===== src/rtl/noc_packet_injector.sv =====
// rtl/noc_packet_injector.sv - descriptor-driven NoC packet injector feeding a router output-port arbiter
module noc_packet_injector #(
    parameter int DATA_W = 32,
    parameter int DEPTH  = 4
) (
    input  logic              clk_i,
    input  logic              rst_ni,
    input  logic              desc_valid_i,
    output logic              desc_ready_o,
    input  logic [11:0]       desc_length_i,
    input  logic              pay_valid_i,
    output logic              pay_ready_o,
    input  logic [DATA_W-1:0] pay_data_i,
    input  logic              grant_i,
    output logic              req_o,
    output logic [2:0]        flit_id_o,
    output logic [11:0]       length_o,
    output logic              flit_valid_o,
    input  logic              flit_ready_i,
    output logic [DATA_W-1:0] flit_data_o,
    output logic              busy_o,
    output logic              drop_err_o
);

    localparam int PTR_W = $clog2(DEPTH);

    typedef enum logic [2:0] {
        S_IDLE,
        S_REQ,
        S_HEAD,
        S_BODY,
        S_TAIL
    } state_t;

    state_t            state_q, state_d;
    logic [11:0]       length_q, length_d;
    logic [11:0]       sent_q, sent_d;
    logic              drop_q, drop_d;
    logic [11:0]       fifo_q [DEPTH];
    logic [PTR_W-1:0]  wr_ptr_q, rd_ptr_q;
    logic [PTR_W:0]    count_q, count_d;
    logic              full, empty, push, pop, xfer;
    logic [11:0]       head_len;
    logic [DATA_W-1:0] data_sel;

    assign full     = (count_q == (PTR_W+1)'(DEPTH));
    assign empty    = (count_q == '0);
    // A full FIFO refuses pushes even when a pop frees a slot this cycle.
    assign push     = desc_valid_i && !full;
    assign head_len = fifo_q[rd_ptr_q];

    always_comb begin
        state_d      = state_q;
        length_d     = length_q;
        sent_d       = sent_q;
        drop_d       = 1'b0;
        pop          = 1'b0;
        req_o        = 1'b0;
        flit_valid_o = 1'b0;
        flit_id_o    = 3'b000;
        pay_ready_o  = 1'b0;
        data_sel     = '0;
        xfer         = 1'b0;
        case (state_q)
            S_IDLE: begin
                if (!empty) begin
                    pop    = 1'b1;
                    sent_d = '0;
                    if (head_len < 12'd2) begin
                        drop_d = 1'b1;
                    end else begin
                        length_d = head_len;
                        state_d  = S_REQ;
                    end
                end
            end
            S_REQ: begin
                req_o = 1'b1;
                if (grant_i) state_d = S_HEAD;
            end
            S_HEAD: begin
                req_o        = 1'b1;
                flit_id_o    = 3'b001;
                flit_valid_o = grant_i;
                data_sel     = DATA_W'(length_q);
                xfer         = flit_valid_o && flit_ready_i && grant_i;
                if (xfer) begin
                    sent_d  = sent_q + 12'd1;
                    state_d = (length_q > 12'd2) ? S_BODY : S_TAIL;
                end
            end
            S_BODY, S_TAIL: begin
                req_o        = 1'b1;
                flit_id_o    = (state_q == S_BODY) ? 3'b010 : 3'b100;
                flit_valid_o = grant_i && pay_valid_i;
                data_sel     = pay_data_i;
                xfer         = flit_valid_o && flit_ready_i && grant_i;
                pay_ready_o  = xfer;
                if (xfer) begin
                    sent_d = sent_q + 12'd1;
                    if (state_q == S_TAIL) begin
                        state_d = S_IDLE;
                    end else if (sent_q + 12'd1 == length_q - 12'd1) begin
                        state_d = S_TAIL;
                    end
                end
            end
            default: state_d = S_IDLE;
        endcase
    end

    always_comb begin
        count_d = count_q;
        if (push && !pop) begin
            count_d = count_q + 1'b1;
        end else if (!push && pop) begin
            count_d = count_q - 1'b1;
        end
    end

    always_ff @(posedge clk_i or negedge rst_ni) begin
        if (!rst_ni) begin
            state_q  <= S_IDLE;
            length_q <= '0;
            sent_q   <= '0;
            drop_q   <= 1'b0;
            wr_ptr_q <= '0;
            rd_ptr_q <= '0;
            count_q  <= '0;
        end else begin
            state_q  <= state_d;
            length_q <= length_d;
            sent_q   <= sent_d;
            drop_q   <= drop_d;
            count_q  <= count_d;
            if (push) wr_ptr_q <= wr_ptr_q + 1'b1;
            if (pop)  rd_ptr_q <= rd_ptr_q + 1'b1;
        end
    end

    // Storage needs no reset: entries are only read once count_q says they are valid.
    always_ff @(posedge clk_i) begin
        if (push) fifo_q[wr_ptr_q] <= desc_length_i;
    end

    assign desc_ready_o = !full;
    assign length_o     = length_q;
    assign busy_o       = (state_q != S_IDLE);
    assign drop_err_o   = drop_q;
    assign flit_data_o  = flit_valid_o ? data_sel : '0;

endmodule


===== config.mk =====
export PLATFORM = sky130hd
export DESIGN_NAME = noc_packet_injector
export DESIGN_NICKNAME = d
export VERILOG_FILES = /design/src/rtl/noc_packet_injector.sv
export SDC_FILE = /design/constraint.sdc
export NUM_CORES = 1
export LEC_CHECK = 0
export ABC_CLOCK_PERIOD_IN_PS = 2900
export BUFFER_PORTS_ARGS = -buffer_cell sky130_fd_sc_hd__buf_2
export CAP_MARGIN = 5
export CELL_PAD_IN_SITES_DETAIL_PLACEMENT = 0
export CELL_PAD_IN_SITES_GLOBAL_PLACEMENT = 1
export CORE_MARGIN = 2
export CORE_UTILIZATION = 42
export CTS_CLUSTER_DIAMETER = 100
export DETAILED_ROUTE_END_ITERATION = 10
export GPL_TIMING_DRIVEN = 0
export PLACE_DENSITY = 0.89
export SYNTH_ARGS = -nofsm -noshare
export SYNTH_HDL_FRONTEND = slang
export SYNTH_SLANG_ARGS = --single-unit

===== constraint.sdc =====
create_clock -name clk_i -period 2.9 [get_ports clk_i]
set_input_delay 0.58 -clock clk_i [delete_from_list [all_inputs] [get_ports clk_i]]
set_output_delay 0.58 -clock clk_i [all_outputs]
set_load 0.01 [all_outputs]

**After elaboration in Yosys (flattened, before gate mapping)**

Memories as Yosys holds them, arrays and structs flattened.
Index checks and enable logic that the tools add are counted.

- Output and inout bits: 53
- Memories: 1
- Flip-flop bits (word level): 35
- Bits in writable memories: 48
- Logic and storage cells: 80

- Magnitude comparators: 2
- Bitwise operators: 2
- Add/subtract/negate cells: 6
- Reductions and logical operators: 21
- Eq/ne operators: 12
- Muxes and demuxes: 29

Memories:

| name | words | width | read ports | clocked after Yosys merged registers in | wr ports | line | text |
|---|---|---|---|---|---|---|---|
| fifo_q | 4 | 12 | 1 | 0 | 1 | 39 | `logic [11:0] fifo_q [DEPTH];` |

Operators by type and width:

| kind | number |
|---|---|
| case mux 32 bit (2 select lines) | 1 |
| 2-to-1 mux 12 bit | 3 |
| case mux 12 bit (3 select lines) | 1 |
| 2-to-1 mux 3 bit | 11 |
| 2-to-1 mux 32 bit | 1 |
| adder 12 x 1 -> 12 bit, second input constant | 1 |
| equality test 12 bit | 1 |
| > comparator 12 x 2 -> 1 bit, second input constant | 1 |
| < comparator 12 x 2 -> 1 bit, second input constant | 1 |
| case mux 3 bit (4 select lines) | 1 |
| subtractor 12 x 1 -> 12 bit, second input constant | 1 |
| inequality test 2 bit, second input constant | 5 |
| 2-to-1 mux 1 bit | 9 |
| logical AND 1 bit | 8 |
| equality test 3 x 2 -> 1 bit, second input constant | 2 |
| equality test 3 bit, second input constant | 2 |
| logical NOT 3 bit | 2 |
| case mux 3 bit (2 select lines) | 1 |
| AND reduction 6 bit | 1 |
| nonzero test 3 bit | 2 |
| adder 2 x 1 -> 2 bit, second input constant | 2 |
| AND reduction 4 bit | 1 |
| OR reduction 4 bit | 1 |
| adder 3 x 1 -> 3 bit, second input constant | 1 |
| 9 further kinds | 12 |

**Longest topological paths before layout**

Gate-level depths: netlist of the first run.

- Word-level depth: 7
- Mapped depth: 10

**Worst setup path after synthesis of the first run**

OpenSTA, ideal clock, no wires.

- Path type: flip-flop to output port
- Start point: register state_q[0]
- End point: output flit_data_o[12]
- Setup slack: 0.471 ns
- Arrival time: 1.849 ns
- Cell stages (with the launch flop): 7
- Data required time: 2.320 ns
- Path through: dfrtp_1 clkbuf_1 nor3_1 nor2_1 nor2_1 clkbuf_1 and2_1

- Longest elaborated chain between the ends: 4

RTL lines:

| item | line | text |
|---|---|---|
| from (decl) | 35 | `state_t state_q, state_d;` |
| from (signal assigned) | 131 | `state_q <= state_d;` |
| equality test 3 x 2 -> 1 bit or equality test 3 bit (tied branches) | 64 | `case (state_q)` |
| OR reduction 2 bit | 64 |  |
| case mux 32 bit (2 select lines) or case mux 1 bit (2 select lines) (tied branches) | 64 |  |
| 2-to-1 mux 32 bit * | 150 | `assign flit_data_o = flit_valid_o ? data_sel : '0;` |
| to (decl) | 20 | `output logic [DATA_W-1:0] flit_data_o,` |

Every way passes the cells marked *; elsewhere a longest branch is shown, timed or not.

**Worst setup path in the final report of the first run**

- Start point: register rd_ptr_q[0]
- End point: register length_q[5] (netlist: length_o[5])

- Longest elaborated chain between the ends: 4

RTL lines:

| item | line | text |
|---|---|---|
| from (decl) | 40 | `logic [PTR_W-1:0] wr_ptr_q, rd_ptr_q;` |
| from (signal assigned) | 137 | `if (pop) rd_ptr_q <= rd_ptr_q + 1'b1;` |
| memory read (4 x 12 bit) * | - |  |
| < comparator 12 x 2 -> 1 bit | 69 | `if (head_len < 12'd2) begin` |
| NOT 1 bit (no line) | - |  |
| AND reduction 3 bit (no line) | - |  |
| to (signal assigned) | 132 | `length_q <= length_d;` |
| to (decl) | 36 | `logic [11:0] length_q, length_d;` |

Marked as above.
A chain may end at the register's enable or synchronous reset.

==> results.md, run 1 <==
* Status: finished clean
* Worst-path maximum fanout at 10
* Share of cells above drive strength 1 at 0.330
* Least-Margin Pin Slew at 0.809 ns
* Peak Freq at 361 MHz
* Crit-path slowest cell: mux4_2
* Crit path kind: flop to flop
* Global-route usage over all layers at 0.192
* DP Worst Slack at -0.0472 ns
* Setup crit start kind: flop
* Most frequent cell after synthesis: edfxtp_1
* Unrepaired setup endpoints after global routing: no
* YS warnings at 0
* RR Endpoint: length_o[5]$_DFFE_PN0P_
* First-pass GRT wire length at 17100 um
* Sequential share of the synthesized area at 0.508
* Final worst slack at 0.133 ns
* Largest delay share family, worst path: multiplexers
* Post-Syn Area at 0.00456 mm^2
* Finish-stage setup viols at 0
* CTS tree: built
* Number of max-cap violations at 0
* Async S/R FF share, synth at 0.422
* Die Ht at 108 um
* CP endpoint: length_o[5]$_DFFE_PN0P_
* Initial DRC count at 226
* Initial antenna violation count at 0
* Final Critical Period at 2.77 ns
* Clock latency on the worst-skew pair at 0.36 ns
* CTS Hold Buffers Added at 0
* Clock skew at 0.0108 ns
* Area leader, netlist: edfxtp_1
* Post-route DRC violation count at 0
* Die width at 108 um
* Clock Root Buffer: clkbuf_8
* Gr ovfl total at 0
* Cell count along the critical path at 8
* Synth area leaders: edfxtp_1, dfrtp_1, mux4_2
* Detailed Route WL at 11000 um
* CORE AREA at 0.0107 mm^2
* # rows at 38
* Clock buffer depth at 2
* Post-synth EDFFs at 48
* Top cells by count, synth: edfxtp_1, nor2_1, dfrtp_1, nand2_1, and2_1
* Worst-path clk slew at 0.09 ns
* Fin util at 0.514
* R2R Setup Slk at 0.13 ns
* Reg2Reg Depth at 8
* CP Launch Point: rd_ptr_q[0]$_DFFE_PN0P_
* CTS Sinks at 83
* Ports placed on the boundary at 103
* Mapped Cells at 407
* Hold Vio Cnt, Final at 0
* H-tree Lvls at 3
* Vias in the first global route at 3378
* WP buf/inv at 3
* Syn avg cell area at 11.2 um^2
* Full die area at 0.0117 mm^2
* Reg area at 0.00232 mm^2
* Syn nets at 466
* Starting Density at 0.426
* DRT antenna net count at 0
* Leak Pwr at 0.00232 uW
* Area of the multi-input gates at 0.00214 mm^2
* Placer congestion estimate at 0.922
* Most common cell on crit path: buf_4
* # diodes at 0
* Drt wl/cell at 16.6 um
* Vias per inst at 5.52
* I/O Buffers at 101
* Critical Path AT at 3.01 ns
* Slew HR at 0.461
* Crit share post-route at 0.954
* Flops & latches, synth at 83
* VDD IR max at 0.000596 V
* Slowest stage delay, CP at 0.57 ns
* Largest net degree at the start of global routing at 36
* CP Cell Sequence: buf_2 -> buf_4 -> mux4_2 -> nor4_2 -> nand3_1 -> nand2_1 -> buf_4 -> mux2_2
* Num CTS Buffers at 9
* CP Capture Type: flop
* Synth cell types at 51
* Worst EP required at 3.14 ns
* Drt pass-1 iters at 5
* Ys flop type: edfxtp_1
* Slew Limit Fails at 0
* RR Startpoint: rd_ptr_q[0]$_DFFE_PN0P_
* Share of the synthesized area in the top cell type at 0.316
* Layout Area Growth over Synthesis at 20.7%
* # fillers at 950
* Hold slack at 0.309 ns
* Pwr dens at 976 mW/mm^2
* Final nets at 579
* Vias post-DR at 3670
* Hold Crit Class: input pin to async pin
* Hpwl dp at 8380 um
[cells in the final DEF (no fill, tap or decap), types with 12 or more instances in the layout]
cell type  netlist  routed
a21oi_1         21      21
nor2_1          42      37
and2_1          22      22
dfrtp_1         35      34
a22oi_1         12      12
inv_1           12      12
edfxtp_1        48      48
o21ai_0         21      20
nand2_1         26      26
mux4_2          12      12
xnor2_1         14      14
buf_2            4     104
[how the worst min path moves through the flow]
stage / cells past startpoint / start / end / slack [ns]
2_1_floorplan: 0 / rst_ni / count_q[0]$_DFFE_PN0P_ / 0.28
3_3_place_gp: 1 / count_q[2]$_DFFE_PN0P_ / count_q[2]$_DFFE_PN0P_ / 0.48
3_5_place_dp: 1 / count_q[2]$_DFFE_PN0P_ / count_q[2]$_DFFE_PN0P_ / 0.49
4_1_cts: 1 / rst_ni / rd_ptr_q[0]$_DFFE_PN0P_ / 0.33
5_1_grt: 1 / rst_ni / count_q[1]$_DFFE_PN0P_ / 0.37
6_report: 1 / rst_ni / sent_q[11]$_DFFE_PN0P_ / 0.31
[sequential cells by signal, indices dropped and copies added, names as in the netlist]
| signal | count |
|---|---|
| sent_q | 12 |
| count_q | 3 |
| fifo_q | 48 |
| drop_err_o | 1 |
| wr_ptr_q | 2 |
| rd_ptr_q | 2 |
| length_o | 12 |
| state_q | 3 |
[through the flow]
step | setup TNS, ns | total power (uW) | std cells | cell area [um^2]
2_1_floorplan | 0 | 3680 | 407 | 4560
3_3_place_gp | -0.163 | 4400 | 648 | 5240
3_5_place_dp | -0.315 | 4480 | 648 | 5240
4_1_cts | 0 | 5370 | 664 | 5470
5_1_grt | 0 | 5760 | 665 | 5500
6_report | 0 | 5370 | 665 | 5500
[kinds of logic after synthesis]
logic type                 Yosys count  synth area share
AOI/OAI and AO/OA                   85             0.118
muxes                               23            0.0865
DFF                                 83             0.508
adders and majority gates            9            0.0264
xor gates and xnor gates            26            0.0560
buffers and inverters               33            0.0307
and+or+nand+nor                    148             0.174
[report_power, final]
part	leakage, uW	switching [uW]	internal, uW	total (uW)
Combinational	0.00134	1460	1150	2610
Sequential	0.000879	330	1580	1910
Clock	0.0000954	441	410	851
[per-layer routing]
metal  up-vias  track usage  share of wire
met2       120        0.330           0.51
li1       1733            -              -
met5         -            0              0
met4         0       0.0614          0.013
met1      1803        0.240           0.41
met3        14       0.0452          0.062
[cell type report]
type	instances	share of cell area
well taps	140	0.0318
repair buffers	102	0.0932
inverters	12	0.00819
clock inverters	6	0.0134
clock buffers	10	0.0232
multi-input cells	291	0.388
flip-flops and latches	83	0.421
plain buffers	21	0.0207
[repair_timing]
| item | CTS | global route |
|---|---|---|
| setup buffers | 0 | 1 |
| endpoints found under the setup margin | 38 | 38 |
| pin swaps | 0 | 1 |
| gates resized for setup | 11 | 15 |
Note: power is estimated with default switching activity, not from simulation.
==> inputs of run 2 (changes only) <==
PLACE_DENSITY = 0.83   (was 0.89)
==> run 2 against run 1 <==
  * First-iteration DRC count down 19%
  * Critical path type is now flop to output port
  * Sequential share of layout area about the same
  * Fmax up 1.2%
  * Highest routed layer unchanged
  * Sequential power about the same
  * Utilization about the same
  * Clock skew up 0.0026 ns
  * Design area about the same
  * Hold slack worse by 0.0084 ns
==> results.md, run 2 (same netlist as run 1, synthesis figures left out) <==
* Number of max-cap violations at 0 (unchanged)
* Vias in the first global route at 3343 (-1.0%)
* H-tree Lvls at 3 (unchanged)
* # diodes at 0 (unchanged)
* CP endpoint: flit_data_o[3]
* Full die area at 0.0117 mm^2 (unchanged)
* Post-route DRC violation count at 0 (unchanged)
* Clock buffer depth at 2 (unchanged)
* Reg2Reg Depth at 8 (unchanged)
* CP Cell Sequence: clkbuf_2 -> nor2_4 -> a21oi_1 -> o21ai_0 -> nand2_1 -> clkbuf_4 -> nor2_2 -> buf_2
* Critical Path AT at 2.15 ns (-0.86 ns)
* Pwr dens at 975 mW/mm^2 (-0.11%)
* Hold Crit Class: input pin to async pin
* Commonest cells after routing, fill and taps aside: buf_2, edfxtp_1, nor2_1
* Fin util at 0.515 (about the same)
* Crit share post-route at 0.943 (-0.0113)
* R2R Setup Slk at 0.23 ns (+0.10 ns)
* Final nets at 581 (+0.35%)
* Status: finished clean
* Placer congestion estimate at 0.899 (-2.6%)
* Crit-path slowest cell: dfrtp_1
* CORE AREA at 0.0107 mm^2 (unchanged)
* Finish-stage setup viols at 0 (unchanged)
* Slew HR at 0.472 (+0.0117)
* Setup crit start kind: flop
* CP Capture Type: output port
* Layout Area Growth over Synthesis at 20.8% (about the same)
* Hpwl dp at 8230 um (-1.8%)
* Vias post-DR at 3659 (-0.30%)
* Clock latency on the worst-skew pair at 0.35 ns (about the same)
* CTS Sinks at 83 (unchanged)
* VDD IR max at 0.000557 V (-6.5%)
* Clock Root Buffer: clkbuf_8
* DRT antenna net count at 0 (unchanged)
* # rows at 38 (unchanged)
* Most common cell after layout, fill and taps aside: buf_2
* CTS tree: built
* Crit path kind: flop to output port
* Detailed Route WL at 11100 um (+0.26%)
* Drt wl/cell at 16.6 um (about the same)
* First-pass GRT wire length at 17100 um (+0.21%)
* Peak Freq at 366 MHz (+1.2%)
* Worst EP required at 2.32 ns (-0.82 ns)
* Hold Vio Cnt, Final at 0 (unchanged)
* I/O Buffers at 101 (unchanged)
* Gr ovfl total at 0 (unchanged)
* Worst-path clk slew at 0.09 ns (about the same)
* Slew Limit Fails at 0 (unchanged)
* Ports placed on the boundary at 103 (unchanged)
* Largest register FFs at 48 (unchanged)
* Final Critical Period at 2.73 ns (-0.0329 ns)
* Initial antenna violation count at 0 (unchanged)
* Most flops, register: fifo_q
* Least-Margin Pin Slew at 0.791 ns (-0.0176 ns)
* Die width at 108 um (unchanged)
* Worst-path maximum fanout at 10 (unchanged)
* Clock skew at 0.0134 ns (+0.00261 ns)
* Largest net degree at the start of global routing at 36 (unchanged)
* Leak Pwr at 0.00232 uW (about the same)
* Drt pass-1 iters at 4 (-1)
* CP Launch Point: state_q[1]$_DFFE_PN0P_
* DP Worst Slack at -0.00335 ns (+0.0439 ns)
* Num CTS Buffers at 9 (unchanged)
* Global-route usage over all layers at 0.193 (+0.000908)
* Unrepaired setup endpoints after global routing: no
* Die Ht at 108 um (unchanged)
* RR Endpoint: length_o[8]$_DFFE_PN0P_
* Final worst slack at 0.166 ns (+0.0329 ns)
* Starting Density at 0.426 (unchanged)
* Share of cells above drive strength 1 at 0.324 (-0.00505)
* Vias per inst at 5.49 (-0.60%)
* Initial DRC count at 183 (-19%)
* Slowest stage delay, CP at 0.40 ns (-0.17 ns)
* RR Startpoint: rd_ptr_q[0]$_DFFE_PN0P_
[run 2: report_power, final]
| part | internal, uW | switching [uW] | leakage (uW) |
|---|---|---|---|
| logic | 1160 | 1450 | 0.00135 |
| registers | 1580 | 333 | 0.000879 |
| clock network | 407 | 435 | 0.0000910 |
| total | 3150 | 2220 | 0.00232 |
[run 2: stage by stage]
step	cells	hold slack, ns	area, um^2	setup TNS (ns)	total power, uW
final	667	0.301	5510	0	5370
after global routing	667	0.355	5510	0	5770
after CTS	664	0.325	5470	0	5380
after detailed placement	648	0.495	5240	-0.00335	4490
after global placement	648	0.486	5240	-1.83	4430
after floorplan	407	0.284	4560	0	3680
[run 2: metal layers]
metal | GRT usage | part of all wire
met5 | 0 | 0
met4 | 0.0641 | 0.018
met3 | 0.0446 | 0.061
met2 | 0.331 | 0.51
met1 | 0.242 | 0.41
[run 2: worst max-delay path, delay by kind of cell, from the launching register on]
family                 cells  cell delay (ns)
buffers and inverters      3             0.61
DFF                        1             0.40
and+or+nand+nor            3             0.50
AOI/OAI and AO/OA          2             0.30
[run 2: worst min path at each step]
stage | start | endpoint | slack (ns) | cells after the start
CTS | rst_ni | sent_q[2]$_DFFE_PN0P_ | 0.33 | 1
floorplan | rst_ni | count_q[0]$_DFFE_PN0P_ | 0.28 | 0
detailed placement | count_q[2]$_DFFE_PN0P_ | count_q[2]$_DFFE_PN0P_ | 0.50 | 1
global placement | count_q[2]$_DFFE_PN0P_ | count_q[2]$_DFFE_PN0P_ | 0.49 | 1
finish | rst_ni | sent_q[2]$_DFFE_PN0P_ | 0.30 | 1
global route | rst_ni | sent_q[2]$_DFFE_PN0P_ | 0.35 | 1
[run 2: repair_timing]
| action | 4_1_cts | 5_1_grt |
|---|---|---|
| endpoints found under the setup margin | 38 | 38 |
| cloned | 0 | 0 |
| hold buffers | 0 | 0 |
| gates resized for setup | 10 | 13 |
| buffers inserted | 0 | 3 |
| pin swaps | 0 | 1 |
[run 2: area by class of cell]
cell class | instances | area (um^2)
flip-flops and latches | 83 | 2320
inverters | 12 | 45.0
plain buffers | 21 | 115
multi-input cells | 291 | 2120
fillers | 959 | 5190
well taps | 140 | 175
clock inverters | 6 | 72.6
repair buffers | 104 | 528
clock buffers | 10 | 128
==> inputs of run 3 (changes only) <==
ABC_AREA = 1   (was default)
CORE_UTILIZATION = 40   (was 42)
PLACE_DENSITY = 0.85   (was 0.83)
==> run 3 against run 2 <==
  * Clock power increased by 41%
  * Total power increased by 9.5%
  * Worst setup slack improved by 0.089 ns
  * Cell count increased by 35%
  * Sequential cell count unchanged
  * Combinational power increased by 8.0%
  * First-iteration DRC count increased by 49%
  * Synthesized cell count increased by 57%
  * Sequential share of layout area decreased by 2.7 points
  * Design area increased by 6.7%
  * Critical path type unchanged
  * Largest power group unchanged
  * Highest routed layer unchanged
==> results.md, run 3 <==
* Clock latency on the worst-skew pair at 0.33 ns (-0.02 ns)
* Clock skew at 0.00573 ns (-0.00767 ns)
* CTS tree: built
* Peak Freq at 378 MHz (+3.4%)
* Clock buffer depth at 2 (unchanged)
* Drt pass-1 iters at 5 (+1)
* Finish-stage setup viols at 0 (unchanged)
* CORE AREA at 0.0119 mm^2 (+11%)
* Top cells by count, synth: nand2_1, inv_1, nor2_1, nand3_1, edfxtp_1
* Initial DRC count at 272 (+49%)
* # diodes at 0 (unchanged)
* Die Ht at 114 um (+5.6%)
* Number of max-cap violations at 0 (unchanged)
* Detailed Route WL at 12100 um (+9.1%)
* Syn avg cell area at 7.62 um^2 (-32%)
* Hold Crit Class: input pin to async pin
* CP Cell Sequence: inv_1 -> nor2_2 -> nand2_1 -> inv_1 -> o21ai_1 -> clkbuf_1 -> nor2_1 -> buf_2
* Pwr dens at 1000 mW/mm^2 (+2.6%)
* CTS Sinks at 83 (unchanged)
* Ports placed on the boundary at 103 (unchanged)
* Setup crit start kind: flop
* Flops & latches, synth at 83 (unchanged)
* Commonest cells after routing, fill and taps aside: nand2_1, buf_2, inv_1
* Least-Margin Pin Slew at 1.16 ns (+0.372 ns)
* First-pass GRT wire length at 19600 um (+14%)
* Sequential share of the synthesized area at 0.477 (-0.0312)
* Unrepaired setup endpoints after global routing: no
* Initial antenna violation count at 0 (unchanged)
* Num CTS Buffers at 9 (unchanged)
* Post-Syn Area at 0.00486 mm^2 (+6.5%)
* Vias in the first global route at 4090 (+22%)
* Hold Vio Cnt, Final at 0 (unchanged)
* Area leader, netlist: edfxtp_1
* Most common cell after layout, fill and taps aside: nand2_1
* Share of the synthesized area in the top cell type at 0.297 (-0.0194)
* Share of cells above drive strength 1 at 0.215 (-0.110)
* Hpwl dp at 9140 um (+11%)
* Worst-path clk slew at 0.07 ns (-0.02 ns)
* Crit-path slowest cell: dfrtp_1
* Largest register FFs at 48 (unchanged)
* Slew Limit Fails at 0 (unchanged)
* R2R Setup Slk at 0.52 ns (+0.29 ns)
* Mapped Cells at 637 (+57%)
* Slew HR at 0.221 (-0.251)
* Gr ovfl total at 0 (unchanged)
* Ys flop type: edfxtp_1
* Async S/R FF share, synth at 0.422 (unchanged)
* Most common cell on crit path: inv_1
* Clock Root Buffer: clkbuf_16
* DRT antenna net count at 0 (unchanged)
* CP Capture Type: output port
* Die width at 114 um (+5.6%)
* Crit path kind: flop to output port
* Layout Area Growth over Synthesis at 21.0%
* Post-synth EDFFs at 48 (unchanged)
* Final Critical Period at 2.64 ns (-0.0895 ns)
* Post-Route Setup TNS at 0 ns (unchanged)
* Vias per inst at 4.86 (-11%)
* Status: finished clean
* Post-route DRC violation count at 0 (unchanged)
* Most frequent cell after synthesis: nand2_1
* Reg2Reg Depth at 14 (+6)
* Vias post-DR at 4383 (+20%)
* Area of the multi-input gates at 0.00216 mm^2 (+1.5%)
* Crit share post-route at 0.912 (-0.0309)
* CP Launch Point: state_q[1]$_DFFE_PN0P_
* Slowest stage delay, CP at 0.38 ns (-0.02 ns)
* Final nets at 809 (+39%)
* H-tree Lvls at 3 (unchanged)
* Drt wl/cell at 13.4 um (-19%)
* Worst EP required at 2.32 ns (about the same)
* Synth cell types at 30 (-41%)
* # rows at 40 (+5.3%)
* Starting Density at 0.408 (-0.0184)
* YS warnings at 0 (unchanged)
* Syn nets at 696 (+49%)
* Leak Pwr at 0.00291 uW (+25%)
* Worst-path maximum fanout at 10 (unchanged)
* Critical Path AT at 2.06 ns (-0.09 ns)
* Placed Instance Area at 0.00555 mm^2 (+5.9%)
* Reg area at 0.00232 mm^2 (about the same)
* WP buf/inv at 4 (+1)
* VDD IR max at 0.000522 V (-6.3%)
* Final instance area at 0.00588 mm^2 (+6.7%)
* Largest net degree at the start of global routing at 36 (unchanged)
* Synth area leaders: edfxtp_1, nand2_1, dfrtp_1
* CTS Hold Buffers Added at 0 (unchanged)
* # fillers at 1210 (+26%)
* I/O Buffers at 102 (+0.99%)
* RR Endpoint: state_q[2]$_DFFE_PN0P_
* Global-route usage over all layers at 0.189 (-0.00384)
* Largest delay share family, worst path: buffers and inverters
* Placer congestion estimate at 0.904 (+0.60%)
* RR Startpoint: length_o[0]$_DFFE_PN0P_
* Most flops, register: fifo_q
* Full die area at 0.0130 mm^2 (+11%)
-- run 3: timing repair --
item | CTS | global route
buffers inserted | 0 | 0
setup endpoints to repair | 1 | 11
resized for setup | 1 | 7
pin swaps | 0 | 1
-- run 3: final cells by class --
cell class	instances	share of cell area
sequential	83	0.394
inverter	72	0.0464
clock buffer	9	0.0383
buffer	18	0.0215
timing repair buffer	102	0.0869
clock inverter	7	0.0141
multi-input combinational	464	0.367
tap	147	0.0313
-- run 3: routing by layer --
metal  part of all wire  track usage  wire length, um
met4             0.0073       0.0537               88
met5                  0            0                0
met1               0.44        0.240             5330
met2               0.52        0.335             6270
met3              0.032       0.0312              386
-- run 3: logic make-up (layout without fill, tap and decap cells) --
family,count (synthesis),in the layout,share of synthesized area
AND/OR/NAND/NOR,393,393,0.346
buffers and inverters,90,208,0.0801
flip-flops,83,83,0.477
AO/OA/AOI/OAI,55,55,0.0595
adder cells (fa/ha/maj),9,9,0.0247
XOR/XNOR,7,7,0.0126
-- run 3: worst max-delay path by stage --
stage,endpoint,slack (ns),cells past startpoint
floorplan,flit_data_o[10],0.79,10
global placement,flit_data_o[5],0.42,9
detailed placement,flit_data_o[5],0.36,9
CTS,flit_data_o[5],0.07,9
global route,flit_data_o[8],0.03,12
finish,flit_data_o[31],0.26,8
-- run 3: where the power goes --
part / leakage (uW) / total (uW) / internal, uW / switching [uW]
Combinational: 0.00187 / 2830 / 968 / 1860
Sequential: 0.000885 / 1860 / 1580 / 275
Clock: 0.000150 / 1190 / 685 / 505
Total: 0.00291 / 5880 / 3240 / 2640
-- run 3: worst register-to-register path, stage by stage, from the launching register on --
cell and delay [ns]:
dfrtp_1 0.43, clkinv_1 0.32, ha_1 0.40, nand2_2 0.16
nand2_1 0.07, nand2_1 0.09, nor2_1 0.05, nor2_1 0.10
nand3_1 0.11, nor2_2 0.11, nand3_1 0.13, nand2_2 0.13
nand2_2 0.07, nand2_1 0.07, nand2_1 0.05
-- run 3: through the flow --
step	setup WS [ns]	std cells	total power (uW)	hold WS, ns	util
5_1_grt	0.0288	902	6370	0.409	0.493
3_3_place_gp	0.419	886	4630	0.461	0.466
4_1_cts	0.0684	902	5900	0.362	0.492
2_1_floorplan	0.788	637	3840	0.284	-
6_report	0.255	902	5880	0.338	0.493
3_5_place_dp	0.360	886	4690	0.469	0.466
